--- config.mk ---
export PLATFORM = sky130hd
export DESIGN_NAME = key_search_controller
export DESIGN_NICKNAME = d
export VERILOG_FILES = /design/src/rtl/key_search_pkg.sv /design/src/rtl/lsb_priority_encoder.sv /design/src/rtl/key_search_controller.sv
export SDC_FILE = /design/constraint.sdc
export NUM_CORES = 1
export LEC_CHECK = 0
export ABC_AREA = 0
export BUFFER_PORTS_ARGS = -buffer_cell sky130_fd_sc_hd__buf_2
export CELL_PAD_IN_SITES_DETAIL_PLACEMENT = 1
export CELL_PAD_IN_SITES_GLOBAL_PLACEMENT = 1
export CORE_ASPECT_RATIO = 0.5
export CORE_UTILIZATION = 32
export DETAILED_ROUTE_END_ITERATION = 8
export PLACE_DENSITY = 0.79
export SLEW_MARGIN = 10
export SYNTH_ARGS = -nofsm -noshare
export SYNTH_HDL_FRONTEND = slang
export SYNTH_SLANG_ARGS = --single-unit
--- constraint.sdc ---
create_clock -name clk -period 1.93 [get_ports clk]
set_input_delay 0.0965 -clock clk [delete_from_list [all_inputs] [get_ports clk]]
set_output_delay 0.0965 -clock clk [all_outputs]
set_load 0.005 [all_outputs]
--- src/rtl/key_search_pkg.sv ---
// Shared types and default sizing for the RC4 key search controller.
package key_search_pkg;

  typedef enum logic [2:0] {
    ST_IDLE      = 3'd0,
    ST_LAUNCH    = 3'd1,
    ST_RUN       = 3'd2,
    ST_FOUND     = 3'd3,
    ST_EXHAUSTED = 3'd4
  } state_e;

  localparam int KEY_WIDTH_DEF        = 22;
  localparam int CORE_COUNT_LOG_2_DEF = 3;
  localparam int CYC_WIDTH_DEF        = 32;

endpackage

--- src/rtl/lsb_priority_encoder.sv ---
// Lowest-index-wins priority encoder: reports the smallest set bit of i_req.
module lsb_priority_encoder #(
  parameter int WIDTH = 8,
  parameter int IDX_W = (WIDTH > 1) ? $clog2(WIDTH) : 1
) (
  input  logic [WIDTH-1:0] i_req,
  output logic [IDX_W-1:0] o_index,
  output logic             o_valid
);

  logic [IDX_W-1:0] w_idx;

  // Scan from the top down so the lowest set bit is the last one written.
  always_comb begin
    w_idx = {IDX_W{1'b0}};
    for (int i = WIDTH - 1; i >= 0; i--) begin
      w_idx = i_req[i] ? IDX_W'(i) : w_idx;
    end
  end

  assign o_index = w_idx;
  assign o_valid = |i_req;

endmodule

--- src/rtl/key_search_controller.sv ---
// Launches a bank of RC4 cracking cores, watches for a hit or exhaustion,
// and holds the winning key, core index and elapsed cycle count.
module key_search_controller
  import key_search_pkg::*;
#(
  parameter  int CORE_COUNT_LOG_2 = CORE_COUNT_LOG_2_DEF,
  parameter  int KEY_WIDTH        = KEY_WIDTH_DEF,
  parameter  int CYC_WIDTH        = CYC_WIDTH_DEF,
  localparam int CORE_COUNT       = 2 ** CORE_COUNT_LOG_2
) (
  input  logic                            clk,
  input  logic                            reset_n,
  input  logic                            start,
  input  logic [CORE_COUNT-1:0]           core_found,
  input  logic [CORE_COUNT-1:0]           core_done,
  input  logic [CORE_COUNT*KEY_WIDTH-1:0] core_key,
  input  logic [CORE_COUNT_LOG_2-1:0]     display_sel,
  output logic [CORE_COUNT-1:0]           core_start,
  output logic                            stop_all,
  output logic                            key_valid,
  output logic [KEY_WIDTH-1:0]            found_key,
  output logic [CORE_COUNT_LOG_2-1:0]     found_core,
  output logic                            exhausted,
  output logic                            busy,
  output logic [CYC_WIDTH-1:0]            cycle_count,
  output logic [KEY_WIDTH-1:0]            display_key
);

  state_e                        r_state;
  state_e                        w_state_nxt;
  logic                          r_start_q;
  logic                          r_armed;
  logic                          w_launch;
  logic [CORE_COUNT_LOG_2-1:0]   w_win_idx;
  logic                          w_win_valid;
  logic [KEY_WIDTH-1:0]          w_keys [CORE_COUNT];
  logic [KEY_WIDTH-1:0]          w_win_key;
  logic [CYC_WIDTH-1:0]          w_cyc_inc;

  logic [CORE_COUNT-1:0]         r_core_start;
  logic                          r_stop_all;
  logic                          r_key_valid;
  logic [KEY_WIDTH-1:0]          r_found_key;
  logic [CORE_COUNT_LOG_2-1:0]   r_found_core;
  logic                          r_exhausted;
  logic                          r_busy;
  logic [CYC_WIDTH-1:0]          r_cycle_count;
  logic [KEY_WIDTH-1:0]          r_display_key;

  for (genvar g = 0; g < CORE_COUNT; g++) begin : g_unpack
    assign w_keys[g] = core_key[g*KEY_WIDTH +: KEY_WIDTH];
  end

  lsb_priority_encoder #(
    .WIDTH (CORE_COUNT),
    .IDX_W (CORE_COUNT_LOG_2)
  ) u_win_enc (
    .i_req   (core_found),
    .o_index (w_win_idx),
    .o_valid (w_win_valid)
  );

  assign w_win_key = w_keys[w_win_idx];
  assign w_cyc_inc = (&r_cycle_count) ? r_cycle_count : r_cycle_count + CYC_WIDTH'(1);
  // r_armed stays low until start is seen low, so a level held through reset cannot launch.
  assign w_launch  = start & ~r_start_q & r_armed;

  // State register and start edge detector.
  always_ff @(posedge clk or negedge reset_n) begin
    if (!reset_n) begin
      r_state   <= ST_IDLE;
      r_start_q <= 1'b0;
      r_armed   <= 1'b0;
    end else begin
      r_state   <= w_state_nxt;
      r_start_q <= start;
      r_armed   <= r_armed | ~start;
    end
  end

  // Next-state decode; core flags are only consulted in RUN.
  always_comb begin
    w_state_nxt = r_state;
    case (r_state)
      ST_IDLE: begin
        if (w_launch) w_state_nxt = ST_LAUNCH;
        else          w_state_nxt = ST_IDLE;
      end
      ST_LAUNCH: w_state_nxt = ST_RUN;
      ST_RUN: begin
        if (w_win_valid)     w_state_nxt = ST_FOUND;
        else if (&core_done) w_state_nxt = ST_EXHAUSTED;
        else                 w_state_nxt = ST_RUN;
      end
      ST_FOUND, ST_EXHAUSTED: begin
        if (!start) w_state_nxt = ST_IDLE;
        else        w_state_nxt = r_state;
      end
      default: w_state_nxt = ST_IDLE;
    endcase
  end

  // Registered outputs, decoded from the state being entered.
  always_ff @(posedge clk or negedge reset_n) begin
    if (!reset_n) begin
      r_core_start  <= {CORE_COUNT{1'b0}};
      r_stop_all    <= 1'b0;
      r_key_valid   <= 1'b0;
      r_found_key   <= {KEY_WIDTH{1'b0}};
      r_found_core  <= {CORE_COUNT_LOG_2{1'b0}};
      r_exhausted   <= 1'b0;
      r_busy        <= 1'b0;
      r_cycle_count <= {CYC_WIDTH{1'b0}};
      r_display_key <= {KEY_WIDTH{1'b0}};
    end else begin
      r_core_start <= (w_state_nxt == ST_LAUNCH) ? {CORE_COUNT{1'b1}} : {CORE_COUNT{1'b0}};
      r_busy       <= (w_state_nxt == ST_LAUNCH) || (w_state_nxt == ST_RUN);
      r_stop_all   <= (w_state_nxt == ST_FOUND) || (w_state_nxt == ST_EXHAUSTED);

      if ((r_state == ST_IDLE) && w_launch) begin
        r_cycle_count <= {CYC_WIDTH{1'b0}};
        r_key_valid   <= 1'b0;
        r_exhausted   <= 1'b0;
        r_found_key   <= {KEY_WIDTH{1'b0}};
        r_found_core  <= {CORE_COUNT_LOG_2{1'b0}};
      end else if (r_state == ST_RUN) begin
        r_cycle_count <= w_cyc_inc;
        if (w_win_valid) begin
          r_found_core <= w_win_idx;
          r_found_key  <= w_win_key;
          r_key_valid  <= 1'b1;
        end else if (&core_done) begin
          r_exhausted <= 1'b1;
        end else begin
          r_exhausted <= r_exhausted;
        end
      end else begin
        r_cycle_count <= r_cycle_count;
      end

      case (w_state_nxt)
        ST_RUN:   r_display_key <= w_keys[display_sel];
        ST_FOUND: r_display_key <= (r_state == ST_RUN) ? w_win_key : r_found_key;
        default:  r_display_key <= {KEY_WIDTH{1'b0}};
      endcase
    end
  end

  assign core_start  = r_core_start;
  assign stop_all    = r_stop_all;
  assign key_valid   = r_key_valid;
  assign found_key   = r_found_key;
  assign found_core  = r_found_core;
  assign exhausted   = r_exhausted;
  assign busy        = r_busy;
  assign cycle_count = r_cycle_count;
  assign display_key = r_display_key;

endmodule

==> flow_metrics.tcl <==
set metrics [dict create \
    grtUsageTotal 0.288 \
    r2r-start "cycle_count[20]" \
    power.share.sequential 0.305 \
    syn_inst 793 \
    fmax_mhz 505 \
    setup_viol 13 \
    cp-startpoint "cycle_count[20]" \
    grt_pass1_vias 8731 \
    final_cell_mix "buf_2, buf_4, dfrtp_1" \
    dp_cells 1413 \
    cts_tree "built" \
    crit_type "register to register" \
    slew_viol_final 0 \
    wl_met3_mm 1.52 \
    switching_power_mw 3.78 \
    place_area_sq_um 9690 \
    vdd_drop_max_v 0.000610 \
    cts-root-buf "clkbuf_16" \
    cp-start-kind "register" \
    drive_gt1_frac 0.473 \
    timing.final.ws_setup_ns -0.0516 \
    critPathBufInv 2 \
    synth.distinct_cells 52 \
    crit_path_max_incr_delay_ns 0.38 \
    grt_pass1_wl_mm 50.4 \
    p_total_mw 9.66 \
    clockPowerShare 0.212 \
    wl_met1_mm 14.1 \
    critPathCaptureType "register" \
    violations "setup timing" \
    core_sq_um 21700 \
    die_h_microns 107 \
    clock_insertion_delay_worst_skew_ns 0.34 \
    switching_share 0.392 \
    instances_no_fill 1441 \
    fin_area_sq_um 10400 \
    hp-start "start" \
    clock_path_buffers 2 \
    pin_count 289 \
    combPwrFrac 0.483 \
    die_area_sq_um 22800 \
    p_per_area_nw_per_um2 925 \
    cap_violations 0 \
    rows 38 \
    antenna_found_initial 4 \
    rsz0062_at_grt "true" \
    leakagePower_nw 4.80 \
    critical_path_required_ns 2.16 \
    ys_ff_latch 89 \
    hold_viol_final 0 \
    avgSynthCellArea_sq_um 8.96 \
    vias 8238 \
    gr-total-overflow 0 \
    first_iter_violations 656 \
    relSlewSlack 0.722 \
    grt_max_degree 44 \
    min_path_type "input port to register" \
    clk_pin_slew_worst_paths_ns 0.07 \
    route.met2.wl_mm 16.7 \
    cp_max_fo 6 \
    highest_layer "met5" \
    synth-edff-count 0 \
    critPathSlowestCell "dfrtp_1" \
    final_common_cell "buf_2" \
    vias_per_cell 5.72 \
    final_core_util 0.481 \
    routabilityCongestion 0.956 \
    nFillCells 2572 \
    ys_seq_area_frac 0.313 \
    pre_cts_ws_ns -0.198 \
    syn_to_final_growth_pct 47.0 \
    dr.pass1.iters 5 \
    wl_mm 33.1 \
    syn_nets 992 \
    yosys_warnings 0 \
    synthFlopType "dfrtp_1" \
    whs_ns 0.168 \
    ant_nets 0 \
    p_int_mw 5.88 \
    post-route-period-util 1.03 \
    status "finished with violations" \
    path_delay_family "simple AND/OR/NAND/NOR gates" \
    die_w_microns 213 \
    htreeDepth 3 \
    synth_area_sq_um 7100 \
    skew_ns 0.0113 \
    wire_per_inst_microns 23.0 \
    fin_tns_setup_ns -0.325 \
    cts_buffers 9 \
    ys_async_sr_fraction 1.00 \
    dp_hpwl_mm 25.1 \
    route.detailed.drc 0 \
    cp_data_arrival_time_ns 2.21 \
    crit_chain "and4_2 -> nand2_1 -> nor4b_4 -> buf_4 -> buf_6 -> a21oi_1 -> xnor2_1 -> nor2_1" \
    io_buffers 288 \
    final_nets 1333 \
    clock_sinks 89 \
    worst_slew_pin_slew_ns 0.417 \
    min_period_ns 1.98 \
    start_util 0.327 \
]
[metal layers]
| layer | global-route usage | vias to the layer above |
|---|---|---|
| li1 | - | 3682 |
| met1 | 0.362 | 4201 |
| met2 | 0.508 | 289 |
| met3 | 0.0487 | 64 |
| met4 | 0.0848 | 2 |
| met5 | 0 | - |
[registers in the layout, indices dropped and copies added, names as in the netlist]
signal	count
key_valid	1
exhausted	1
cycle_count	32
r_start_q	1
display_key	22
found_core	3
busy	1
stop_all	1
r_state	3
r_armed	1
core_start	1
found_key	22
[power by group through the flow]
stage	Combinational (mW)	Clock [mW]	Sequential, mW
after global routing	5.05	2.17	2.99
after global placement	4.27	0	2.93
after detailed placement	4.46	0	2.96
after floorplan	2.17	0	2.87
after CTS	4.52	2.09	2.92
final	4.67	2.05	2.94
[logic make-up after synthesis]
| group | share of synthesized area |
|---|---|
| XOR/XNOR | 0.0345 |
| AND/OR/NAND/NOR | 0.247 |
| multiplexers | 0.175 |
| AO/OA/AOI/OAI | 0.176 |
| flip-flops | 0.313 |
| buffers and inverters | 0.0528 |
| adder cells (fa/ha/maj) | 0.00176 |
[final cells by class]
cell class / instances / area (sq um) / area share
multi-input combinational: 619 / 4800 / 0.460
timing repair buffer: 410 / 2670 / 0.255
sequential: 89 / 2230 / 0.213
tap: 300 / 375 / 0.0359
clock buffer: 10 / 239 / 0.0229
clock inverter: 5 / 104 / 0.00995
inverter: 5 / 21.3 / 0.00204
antenna: 3 / 7.51 / 0.000719
[synth_stat cells, drive strengths merged, types with 3 or more instances]
| library cell | n | area (sq um) |
|---|---|---|
| dfrtp | 89 | 2230 |
| nand2 | 83 | 312 |
| nand3 | 80 | 405 |
| o21ai | 73 | 365 |
| clkbuf | 56 | 210 |
| mux4 | 44 | 991 |
| nor2 | 43 | 161 |
| a21oi | 33 | 165 |
| nor3 | 30 | 160 |
| a211oi | 28 | 210 |
| xnor2 | 28 | 245 |
| and3 | 26 | 163 |
| a31oi | 24 | 150 |
| buf | 24 | 146 |
| mux2i | 24 | 240 |
| o211ai | 22 | 260 |
| nand4b | 21 | 184 |
| nand4 | 13 | 87.6 |
| nor4 | 8 | 50.1 |
| nor4b | 6 | 80.1 |
| inv | 5 | 18.8 |
| and2 | 4 | 27.5 |
| nor2b | 4 | 25.0 |
| a2111oi | 3 | 26.3 |
| and4 | 3 | 26.3 |
| or2 | 3 | 21.3 |
| or3 | 3 | 18.8 |
[tightest hold or removal path: cells and delay by family]
family	cells	cell delay [ns]
buffers and inverters	1	0.13
AOI/OAI and AO/OA	2	0.23
[worst paths after layout]
| kind | endpoint | slack [ns] | depth (start not counted) |
|---|---|---|---|
| min reg2reg | exhausted | 0.50 | 2 |
| max in group asynchronous | r_armed | 1.06 | 3 |
| min | r_state[1] | 0.17 | 3 |
| max reg2reg | cycle_count[16] | -0.05 | 8 |
| max | cycle_count[16] | -0.05 | 8 |
| min in group asynchronous | cycle_count[3] | 0.19 | 2 |
[timing repair]
item | 4_1_cts | 5_1_grt
pin swaps | 2 | 25
cloned | 0 | 1
hold buffers | 2 | 0
buffers inserted | 2 | 7
endpoints found under the setup margin | 25 | 53
resized for setup | 26 | 28
hold endpoints to repair | 52 | 0
Note: power is estimated with default switching activity, not from simulation.
